===== config.mk =====
export PLATFORM = sky130hd
export DESIGN_NAME = delay_buf_arbiter_flat
export DESIGN_NICKNAME = d
export VERILOG_FILES = /design/src/rtl/delay_buf_arbiter_pkg.sv /design/src/rtl/delay_buf_arbiter_if.sv /design/src/rtl/delay_buf_arbiter_delay_line.sv /design/src/rtl/delay_buf_arbiter.sv /design/src/flat_wrapper.sv
export SDC_FILE = /design/constraint.sdc
export NUM_CORES = 1
export LEC_CHECK = 0
export CAP_MARGIN = 5
export CORE_MARGIN = 5
export CORE_UTILIZATION = 55
export DETAILED_ROUTE_END_ITERATION = 10
export HOLD_SLACK_MARGIN = 0.03
export PLACE_DENSITY_LB_ADDON = 0.12
export SYNTH_ARGS = -nofsm -noshare
export SYNTH_HDL_FRONTEND = slang
export SYNTH_SLANG_ARGS = --single-unit

===== constraint.sdc =====
create_clock -name clk -period 7.05 [get_ports clk]
set_input_delay 2.115 -clock clk [delete_from_list [all_inputs] [get_ports clk]]
set_output_delay 2.115 -clock clk [all_outputs]
set_load 0.02 [all_outputs]

===== src/rtl/delay_buf_arbiter_pkg.sv =====
// ---------------------------------------------------------------------------
// FHE_ALU_PKG
// Purpose : shared constants for the delayed-buffer arbiter slice, plus a small
//           wrap-around increment helper used for round-robin and FIFO pointers.
// Ports   : none (package)
// ---------------------------------------------------------------------------
package FHE_ALU_PKG;

    localparam int FSIZE         = 16;
    localparam int BUF_NUM_REQ   = 4;
    localparam int BUF_CYCLES    = 2;
    localparam int BUF_OUT_DEPTH = 4;

    // Cyclic increment of an index in the range 0..n-1.
    function automatic int nextIndex(input int cur, input int n);
        return (cur + 1 >= n) ? 0 : cur + 1;
    endfunction

endpackage


===== src/rtl/delay_buf_arbiter_if.sv =====
// ---------------------------------------------------------------------------
// delay_buf_arbiter_if
// Purpose : bundles the requester side and the response side of the arbiter.
// Signals : en, req_valid[NUM_REQ], req_data[NUM_REQ][DATA_SIZE], req_ready[NUM_REQ],
//           resp_valid, resp_ready, resp_id, resp_data, credits, busy
// Modports: slave  - the arbiter itself
//           master - requesters/consumer driving it
// ---------------------------------------------------------------------------
interface delay_buf_arbiter_if
    import FHE_ALU_PKG::*;
#(
    parameter int NUM_REQ   = BUF_NUM_REQ,
    parameter int DATA_SIZE = FSIZE,
    parameter int OUT_DEPTH = BUF_OUT_DEPTH
) ();

    localparam int ID_W   = $clog2(NUM_REQ);
    localparam int CRED_W = $clog2(OUT_DEPTH + 1);

    logic                               en;
    logic [NUM_REQ-1:0]                 req_valid;
    logic [NUM_REQ-1:0][DATA_SIZE-1:0]  req_data;
    logic [NUM_REQ-1:0]                 req_ready;
    logic                               resp_valid;
    logic                               resp_ready;
    logic [ID_W-1:0]                    resp_id;
    logic [DATA_SIZE-1:0]               resp_data;
    logic [CRED_W-1:0]                  credits;
    logic                               busy;

    modport slave (
        input  en, req_valid, req_data, resp_ready,
        output req_ready, resp_valid, resp_id, resp_data, credits, busy
    );

    modport master (
        output en, req_valid, req_data, resp_ready,
        input  req_ready, resp_valid, resp_id, resp_data, credits, busy
    );

endinterface


===== src/rtl/delay_buf_arbiter_delay_line.sv =====
// ---------------------------------------------------------------------------
// tagged_delay_line
// Purpose : fixed-latency shift line carrying {valid, id, data}; every stage
//           advances every cycle, no stall.
// Ports   : clk, rstn       - clock, async active-low reset (valid bits only)
//           i_valid/i_id/i_data - stage-0 input
//           o_valid/o_id/o_data - last-stage output
//           o_anyValid      - any stage holds a valid item
// ---------------------------------------------------------------------------
module tagged_delay_line #(
    parameter int CYCLES = 2,
    parameter int ID_W   = 2,
    parameter int DATA_W = 16
) (
    input  logic              clk,
    input  logic              rstn,
    input  logic              i_valid,
    input  logic [ID_W-1:0]   i_id,
    input  logic [DATA_W-1:0] i_data,
    output logic              o_valid,
    output logic [ID_W-1:0]   o_id,
    output logic [DATA_W-1:0] o_data,
    output logic              o_anyValid
);

    logic [CYCLES-1:0]             r_valid;
    logic [CYCLES-1:0][ID_W-1:0]   r_id;
    logic [CYCLES-1:0][DATA_W-1:0] r_data;

    // Shift towards the MSB; the size cast drops the oldest stage, which
    // keeps the expression legal for CYCLES == 1.
    always_ff @(posedge clk or negedge rstn) begin
        if (!rstn) begin
            r_valid <= '0;
        end else begin
            r_valid <= CYCLES'({r_valid, i_valid});
        end
    end

    always_ff @(posedge clk) begin
        r_id   <= (CYCLES * ID_W)'({r_id, i_id});
        r_data <= (CYCLES * DATA_W)'({r_data, i_data});
    end

    assign o_valid    = r_valid[CYCLES-1];
    assign o_id       = r_id[CYCLES-1];
    assign o_data     = r_data[CYCLES-1];
    assign o_anyValid = |r_valid;

endmodule


===== src/rtl/delay_buf_arbiter.sv =====
// ---------------------------------------------------------------------------
// delay_buf_arbiter
// Purpose : round-robin arbiter over NUM_REQ requesters; the winner's {id, data}
//           passes through a CYCLES-deep delay line into a FWFT response queue.
//           Queue slots are reserved by credits at grant time so the queue can
//           never overflow and delay-line outputs are never dropped.
// Ports   : clk  - rising-edge clock
//           rstn - asynchronous active-low reset
//           bus  - delay_buf_arbiter_if.slave (request/response handshakes,
//                  credits, busy)
// ---------------------------------------------------------------------------
module delay_buf_arbiter
    import FHE_ALU_PKG::*;
#(
    parameter int DATA_SIZE = FSIZE,
    parameter int NUM_REQ   = BUF_NUM_REQ,
    parameter int CYCLES    = BUF_CYCLES,
    parameter int OUT_DEPTH = BUF_OUT_DEPTH
) (
    input logic                clk,
    input logic                rstn,
    delay_buf_arbiter_if.slave bus
);

    localparam int ID_W   = $clog2(NUM_REQ);
    localparam int CRED_W = $clog2(OUT_DEPTH + 1);
    localparam int PTR_W  = (OUT_DEPTH > 1) ? $clog2(OUT_DEPTH) : 1;

    logic [ID_W-1:0]      r_rrPtr;
    logic [CRED_W-1:0]    r_credits;
    logic                 w_found;
    logic                 w_issue;
    logic                 w_pop;
    logic [ID_W-1:0]      w_grantIdx;
    logic [NUM_REQ-1:0]   w_grant;

    logic                 w_dlValid;
    logic                 w_dlAny;
    logic [ID_W-1:0]      w_dlId;
    logic [DATA_SIZE-1:0] w_dlData;

    logic [ID_W-1:0]      r_qId   [OUT_DEPTH];
    logic [DATA_SIZE-1:0] r_qData [OUT_DEPTH];
    logic [PTR_W-1:0]     r_rdPtr;
    logic [PTR_W-1:0]     r_wrPtr;
    logic [CRED_W-1:0]    r_count;

    // Cyclic search starting at the round-robin pointer. The grant is also
    // gated by rstn so req_ready stays low while reset is held.
    always_comb begin
        int idx;
        idx        = 0;
        w_found    = 1'b0;
        w_grantIdx = '0;
        for (int k = 0; k < NUM_REQ; k++) begin
            idx = int'(r_rrPtr) + k;
            if (idx >= NUM_REQ) begin
                idx = idx - NUM_REQ;
            end
            if (!w_found && bus.req_valid[ID_W'(idx)]) begin
                w_found    = 1'b1;
                w_grantIdx = ID_W'(idx);
            end
        end
        w_issue = rstn && bus.en && (r_credits != '0) && w_found;
        w_grant = '0;
        if (w_issue) begin
            w_grant[w_grantIdx] = 1'b1;
        end
    end

    assign w_pop = (r_count != '0) && bus.resp_ready;

    // Credits track reserved slots: a grant reserves one, a pop returns one.
    always_ff @(posedge clk or negedge rstn) begin
        if (!rstn) begin
            r_rrPtr   <= '0;
            r_credits <= CRED_W'(OUT_DEPTH);
        end else begin
            if (w_issue) begin
                r_rrPtr <= ID_W'(nextIndex(int'(w_grantIdx), NUM_REQ));
            end
            if (w_issue && !w_pop) begin
                r_credits <= r_credits - CRED_W'(1);
            end else if (!w_issue && w_pop) begin
                r_credits <= r_credits + CRED_W'(1);
            end
        end
    end

    tagged_delay_line #(
        .CYCLES (CYCLES),
        .ID_W   (ID_W),
        .DATA_W (DATA_SIZE)
    ) u_delayLine (
        .clk        (clk),
        .rstn       (rstn),
        .i_valid    (w_issue),
        .i_id       (w_grantIdx),
        .i_data     (bus.req_data[w_grantIdx]),
        .o_valid    (w_dlValid),
        .o_id       (w_dlId),
        .o_data     (w_dlData),
        .o_anyValid (w_dlAny)
    );

    // The delay-line output is pushed unconditionally: its slot was already
    // reserved by the credit taken at grant time.
    always_ff @(posedge clk or negedge rstn) begin
        if (!rstn) begin
            r_rdPtr <= '0;
            r_wrPtr <= '0;
            r_count <= '0;
        end else begin
            if (w_dlValid) begin
                r_wrPtr <= PTR_W'(nextIndex(int'(r_wrPtr), OUT_DEPTH));
            end
            if (w_pop) begin
                r_rdPtr <= PTR_W'(nextIndex(int'(r_rdPtr), OUT_DEPTH));
            end
            if (w_dlValid && !w_pop) begin
                r_count <= r_count + CRED_W'(1);
            end else if (!w_dlValid && w_pop) begin
                r_count <= r_count - CRED_W'(1);
            end
        end
    end

    always_ff @(posedge clk) begin
        if (w_dlValid) begin
            r_qId[r_wrPtr]   <= w_dlId;
            r_qData[r_wrPtr] <= w_dlData;
        end
    end

    assign bus.req_ready  = w_grant;
    assign bus.resp_valid = (r_count != '0);
    assign bus.resp_id    = r_qId[r_rdPtr];
    assign bus.resp_data  = r_qData[r_rdPtr];
    assign bus.credits    = r_credits;
    assign bus.busy       = w_dlAny || (r_count != '0);

endmodule

===== src/flat_wrapper.sv =====
// flat-port wrapper written by rule: the top's interface ports become plain ports
module delay_buf_arbiter_flat import FHE_ALU_PKG::*;
#(
    parameter int DATA_SIZE = FSIZE,
    parameter int NUM_REQ   = BUF_NUM_REQ,
    parameter int CYCLES    = BUF_CYCLES,
    parameter int OUT_DEPTH = BUF_OUT_DEPTH
)
  (clk, rstn, bus_en, bus_req_valid, bus_req_data, bus_resp_ready, bus_req_ready, bus_resp_valid, bus_resp_id, bus_resp_data, bus_credits, bus_busy);
  delay_buf_arbiter_if #(.NUM_REQ(NUM_REQ), .DATA_SIZE(DATA_SIZE), .OUT_DEPTH(OUT_DEPTH)) bus_i ();
  input logic clk;
  input logic rstn;
  input wire logic [$bits(bus_i.en)-1:0] bus_en;
  input wire logic [$bits(bus_i.req_valid)-1:0] bus_req_valid;
  input wire logic [$bits(bus_i.req_data)-1:0] bus_req_data;
  input wire logic [$bits(bus_i.resp_ready)-1:0] bus_resp_ready;
  output wire logic [$bits(bus_i.req_ready)-1:0] bus_req_ready;
  output wire logic [$bits(bus_i.resp_valid)-1:0] bus_resp_valid;
  output wire logic [$bits(bus_i.resp_id)-1:0] bus_resp_id;
  output wire logic [$bits(bus_i.resp_data)-1:0] bus_resp_data;
  output wire logic [$bits(bus_i.credits)-1:0] bus_credits;
  output wire logic [$bits(bus_i.busy)-1:0] bus_busy;
  assign bus_i.en = bus_en;
  assign bus_i.req_valid = bus_req_valid;
  assign bus_i.req_data = bus_req_data;
  assign bus_i.resp_ready = bus_resp_ready;
  assign bus_req_ready = bus_i.req_ready;
  assign bus_resp_valid = bus_i.resp_valid;
  assign bus_resp_id = bus_i.resp_id;
  assign bus_resp_data = bus_i.resp_data;
  assign bus_credits = bus_i.credits;
  assign bus_busy = bus_i.busy;
  delay_buf_arbiter #(.DATA_SIZE(DATA_SIZE), .NUM_REQ(NUM_REQ), .CYCLES(CYCLES), .OUT_DEPTH(OUT_DEPTH)) u_core (.clk(clk), .rstn(rstn), .bus(bus_i));
endmodule

==> results.cfg <==
[floorplanning]
die_w_um = 103
initial_core_util_pct = 55.5
die_h_um = 103
pin_count = 99
rows = 34
coreArea_um2 = 8550
die-area_um2 = 10600

[clock_tree]
h-tree-depth = 4
cts_resized = 0
cts_buffer_depth = 2
post_cts_buffers = 0
insertion_delay_ps = 510
cts.sinks = 122
cts_buffers = 17
root_buffer = clkbuf_8
clk_pin_slew_ps = 50
cts_tree = yes
holdBufCountCts = 0

[layout]
multiInputGateArea_um2 = 1360
num-fill-cells = 546
final_cells = 501
ff_latch_area_um2 = 3230
area_growth_pct = 33.7
drive_gt1_share_pct = 15.5
nets = 465
antennaDiodeCount = 0

[global_route]
grt_use_total_pct = 18.2
grt-ovfl-total = 0
grt_start_max_net_pins = 23
grt_pass1_wl_um = 13900
antenna_found_initial = 0
grt_use_met2_pct = 29.6
grt_pass1_vias = 2830
grt_util_met3_pct = 7.65
grt_most_used_layer = met2
grt_use_met1_pct = 21.5

[setup_path]
crit_required_ps = 4930
critPathLaunchType = input pin
path_max_fanout = 15
rrSetupSlack_ps = 4780
cp-endpoint = bus_req_ready[2]
worst_r2r_endpoint = u_core.bus.credits[2]$_DFFE_PN1P_
crit_start = bus_req_valid[0]
crit_cells = 7
path_cells = clkdlybuf4s50_1, a21o_1, a21oi_1, o22a_2, ha_1, and2_1, clkdlybuf4s50_1
cp-end-kind = primary output
worst_path_max_delay_cell = clkdlybuf4s50_1
worstRegToRegCells = 8
critPathKind = input pin to primary output
crit_family = buffers and inverters
path_common_cell = clkdlybuf4s50_1
arrival_ps = 4360
critical_path_buf_inv_count = 2
rr_startpoint = u_core.r_count[0]$_DFFE_PN0P_
crit_path_max_incr_delay_ps = 600

[route]
routed_wl_um = 8790
final_antenna_net_count = 0
drt_iter0_markers = 74
first_pass_iters = 5
drcViolationCount = 0
viasPerCell = 5.17
num_vias = 2589
drt-wirelength-per-cell_um = 17.5

[place]
gp_congestion = 0.767
port_buffers = 98
dpl.cell_count = 469
place_hpwl_um = 6050
post-place-ws_ps = 553

[timing]
tns_ps = 0
rsz0062_at_grt = false
relSlewSlack_pct = 36.4
drv_slew = 0
finalCritPeriodShare_pct = 91.8
fmax_mhz = 155
worst-slew-pin-transition_ps = 954
setup_viol = 0
min_period_ps = 6470
hold_slack_ps = 324
finalHoldViolations = 0
fin_ws_ps = 578
finClkSkew_ps = 9.69

[synth]
synthTopCellsByArea = edfxtp_1 (46%), dfxtp_1 (15%), mux2i_1 (10%), mux4_2 (8.5%), dfrtp_1 (6.8%)
ys_ff_latch = 122
synth.top_cell.area_share_pct = 45.5
ys_seq_area_share_pct = 68.1
synth_cell_types = 35
syn-mean-instance-area_um2 = 17.8
synth_warnings = 0
synth_area_um2 = 4750
yosys.area.top_type = edfxtp_1
synth_cells = 267
syn-num-nets = 352

[hold_path]
hp-class = flip-flop to flip-flop

[power_and_ir_drop]
ir_worst_vdd_v = 0.000248
power_density_nw_per_um2 = 425
p_leak_nw = 2.44

[outcome]
status = completed

[run]
cap_violations = 0
Yosys cell counts:
cell and number:
a21o_1 2, a21oi_1 3, a31oi_1 1, and2_1 8, and2b_1 1, buf_12 3
buf_2 3, buf_6 3, clkbuf_1 1, dfrtp_1 13, dfstp_2 1, dfxtp_1 36
edfxtp_1 72, fa_1 2, ha_1 11, inv_1 10, inv_2 2, mux2_1 1
mux2_2 2, mux2i_1 49, mux4_2 18, nand2_1 2, nand2b_1 2, nand3_1 1
nor2_1 3, nor2b_1 1, nor3_1 1, o21ai_0 3, o21ai_1 1, o22a_1 1
o22ai_1 1, o311ai_1 1, or3_1 2, xnor2_1 2, xor2_1 4
final cells by class:
class / count / area share, %
clock inverter: 13 / 1.89
tap: 108 / 2.13
multi-input combinational: 123 / 21.4
timing repair buffer: 104 / 16.2
inverter: 12 / 0.709
clock buffer: 19 / 6.80
sequential: 122 / 50.9
layer usage:
metal / vias up / routed length [um]
li1: 1238 / -
met1: 1246 / 3520
met2: 91 / 4470
met3: 14 / 646
met4: 0 / 156
met5: - / 0
how the worst min path moves through the flow:
stage                                                from                                     to  slack, ps  depth (start not counted)
floorplan            u_core.u_delayLine.r_data[0]$_DFF_P_   u_core.u_delayLine.o_data[0]$_DFF_P_        310                          0
global placement     u_core.u_delayLine.r_data[4]$_DFF_P_   u_core.u_delayLine.o_data[4]$_DFF_P_        310                          0
detailed placement   u_core.u_delayLine.r_data[9]$_DFF_P_   u_core.u_delayLine.o_data[9]$_DFF_P_        310                          0
CTS                  u_core.u_delayLine.r_data[9]$_DFF_P_   u_core.u_delayLine.o_data[9]$_DFF_P_        330                          0
global route        u_core.u_delayLine.r_data[13]$_DFF_P_  u_core.u_delayLine.o_data[13]$_DFF_P_        330                          0
finish               u_core.u_delayLine.r_data[7]$_DFF_P_   u_core.u_delayLine.o_data[7]$_DFF_P_        320                          0
worst register-to-register path, cell delays in order, from the launching register on:
cell and delay (ps):
dfrtp_1 420, or3_1 440, nand2_1 200, ha_1 230, inv_1 60, fa_1 370
xor2_1 150, nor2_1 160, xor2_1 170
power by group:
group | internal [W] | switching (W) | leakage [nW]
combinational | 0.000413 | 0.000373 | 1.05
clock | 0.000478 | 0.000305 | 0.265
sequential | 0.00101 | 0.000127 | 1.12
total | 0.00190 | 0.000804 | 2.44
kinds of logic (layout without fill, tap and decap cells):
| kind of cell | count (synthesis) | after routing | synth area share (%) |
|---|---|---|---|
| flip-flops | 122 | 122 | 68.1 |
| multiplexers | 70 | 70 | 19.6 |
| adder cells (fa/ha/maj) | 13 | 13 | 3.74 |
| buffers and inverters | 22 | 148 | 3.32 |
| AO/OA/AOI/OAI | 13 | 13 | 1.69 |
| XOR/XNOR | 6 | 6 | 1.11 |
| AND/OR/NAND/NOR | 21 | 21 | 2.48 |
layout by cell type, fill, tap and decap left out, types with 2 or more instances in the layout:
cell             Yosys  routed
xnor2_1              2       2
dfxtp_1             36      36
inv_6                0       3
dfrtp_1             13      13
a21oi_1              3       3
inv_1               10      10
a21o_1               2       2
xor2_1               4       4
o21ai_0              3       3
clkinvlp_4           0       3
ha_1                11      11
fa_1                 2       2
mux2i_1             49      49
clkdlybuf4s50_1      0      98
buf_4                0       6
edfxtp_1            72      72
nor2_1               3       3
or3_1                2       2
nand2_1              2       2
clkbuf_16            0      16
nand2b_1             2       2
clkinv_4             0       3
mux4_2              18      18
inv_2                2       2
mux2_2               2       2
clkinv_2             0       3
and2_1               8       8
clkbuf_8             0       2
flip-flops by register name, indices dropped and copies added, names as in the netlist:
register / count
u_core.bus.credits: 3
u_core.r_wrPtr: 2
u_core.u_delayLine.o_data: 16
u_core.u_delayLine.r_id: 2
u_core.r_count: 3
u_core.r_qId: 8
u_core.r_qData: 64
u_core.u_delayLine.o_id: 2
u_core.u_delayLine.r_valid: 2
u_core.u_delayLine.r_data: 16
u_core.r_rrPtr: 2
u_core.r_rdPtr: 2
through the flow:
| step | power (W) | area [um^2] | util (%) |
|---|---|---|---|
| 6_report | 0.00270 | 6350 | 74.3 |
| 5_1_grt | 0.00285 | 6350 | 74.3 |
| 4_1_cts | 0.00273 | 6350 | 74.3 |
| 3_5_place_dp | 0.00194 | 5800 | 67.8 |
| 3_3_place_gp | 0.00192 | 5800 | 67.8 |
| 2_1_floorplan | 0.00165 | 4750 | - |
Power figures use the tool's default switching activity.
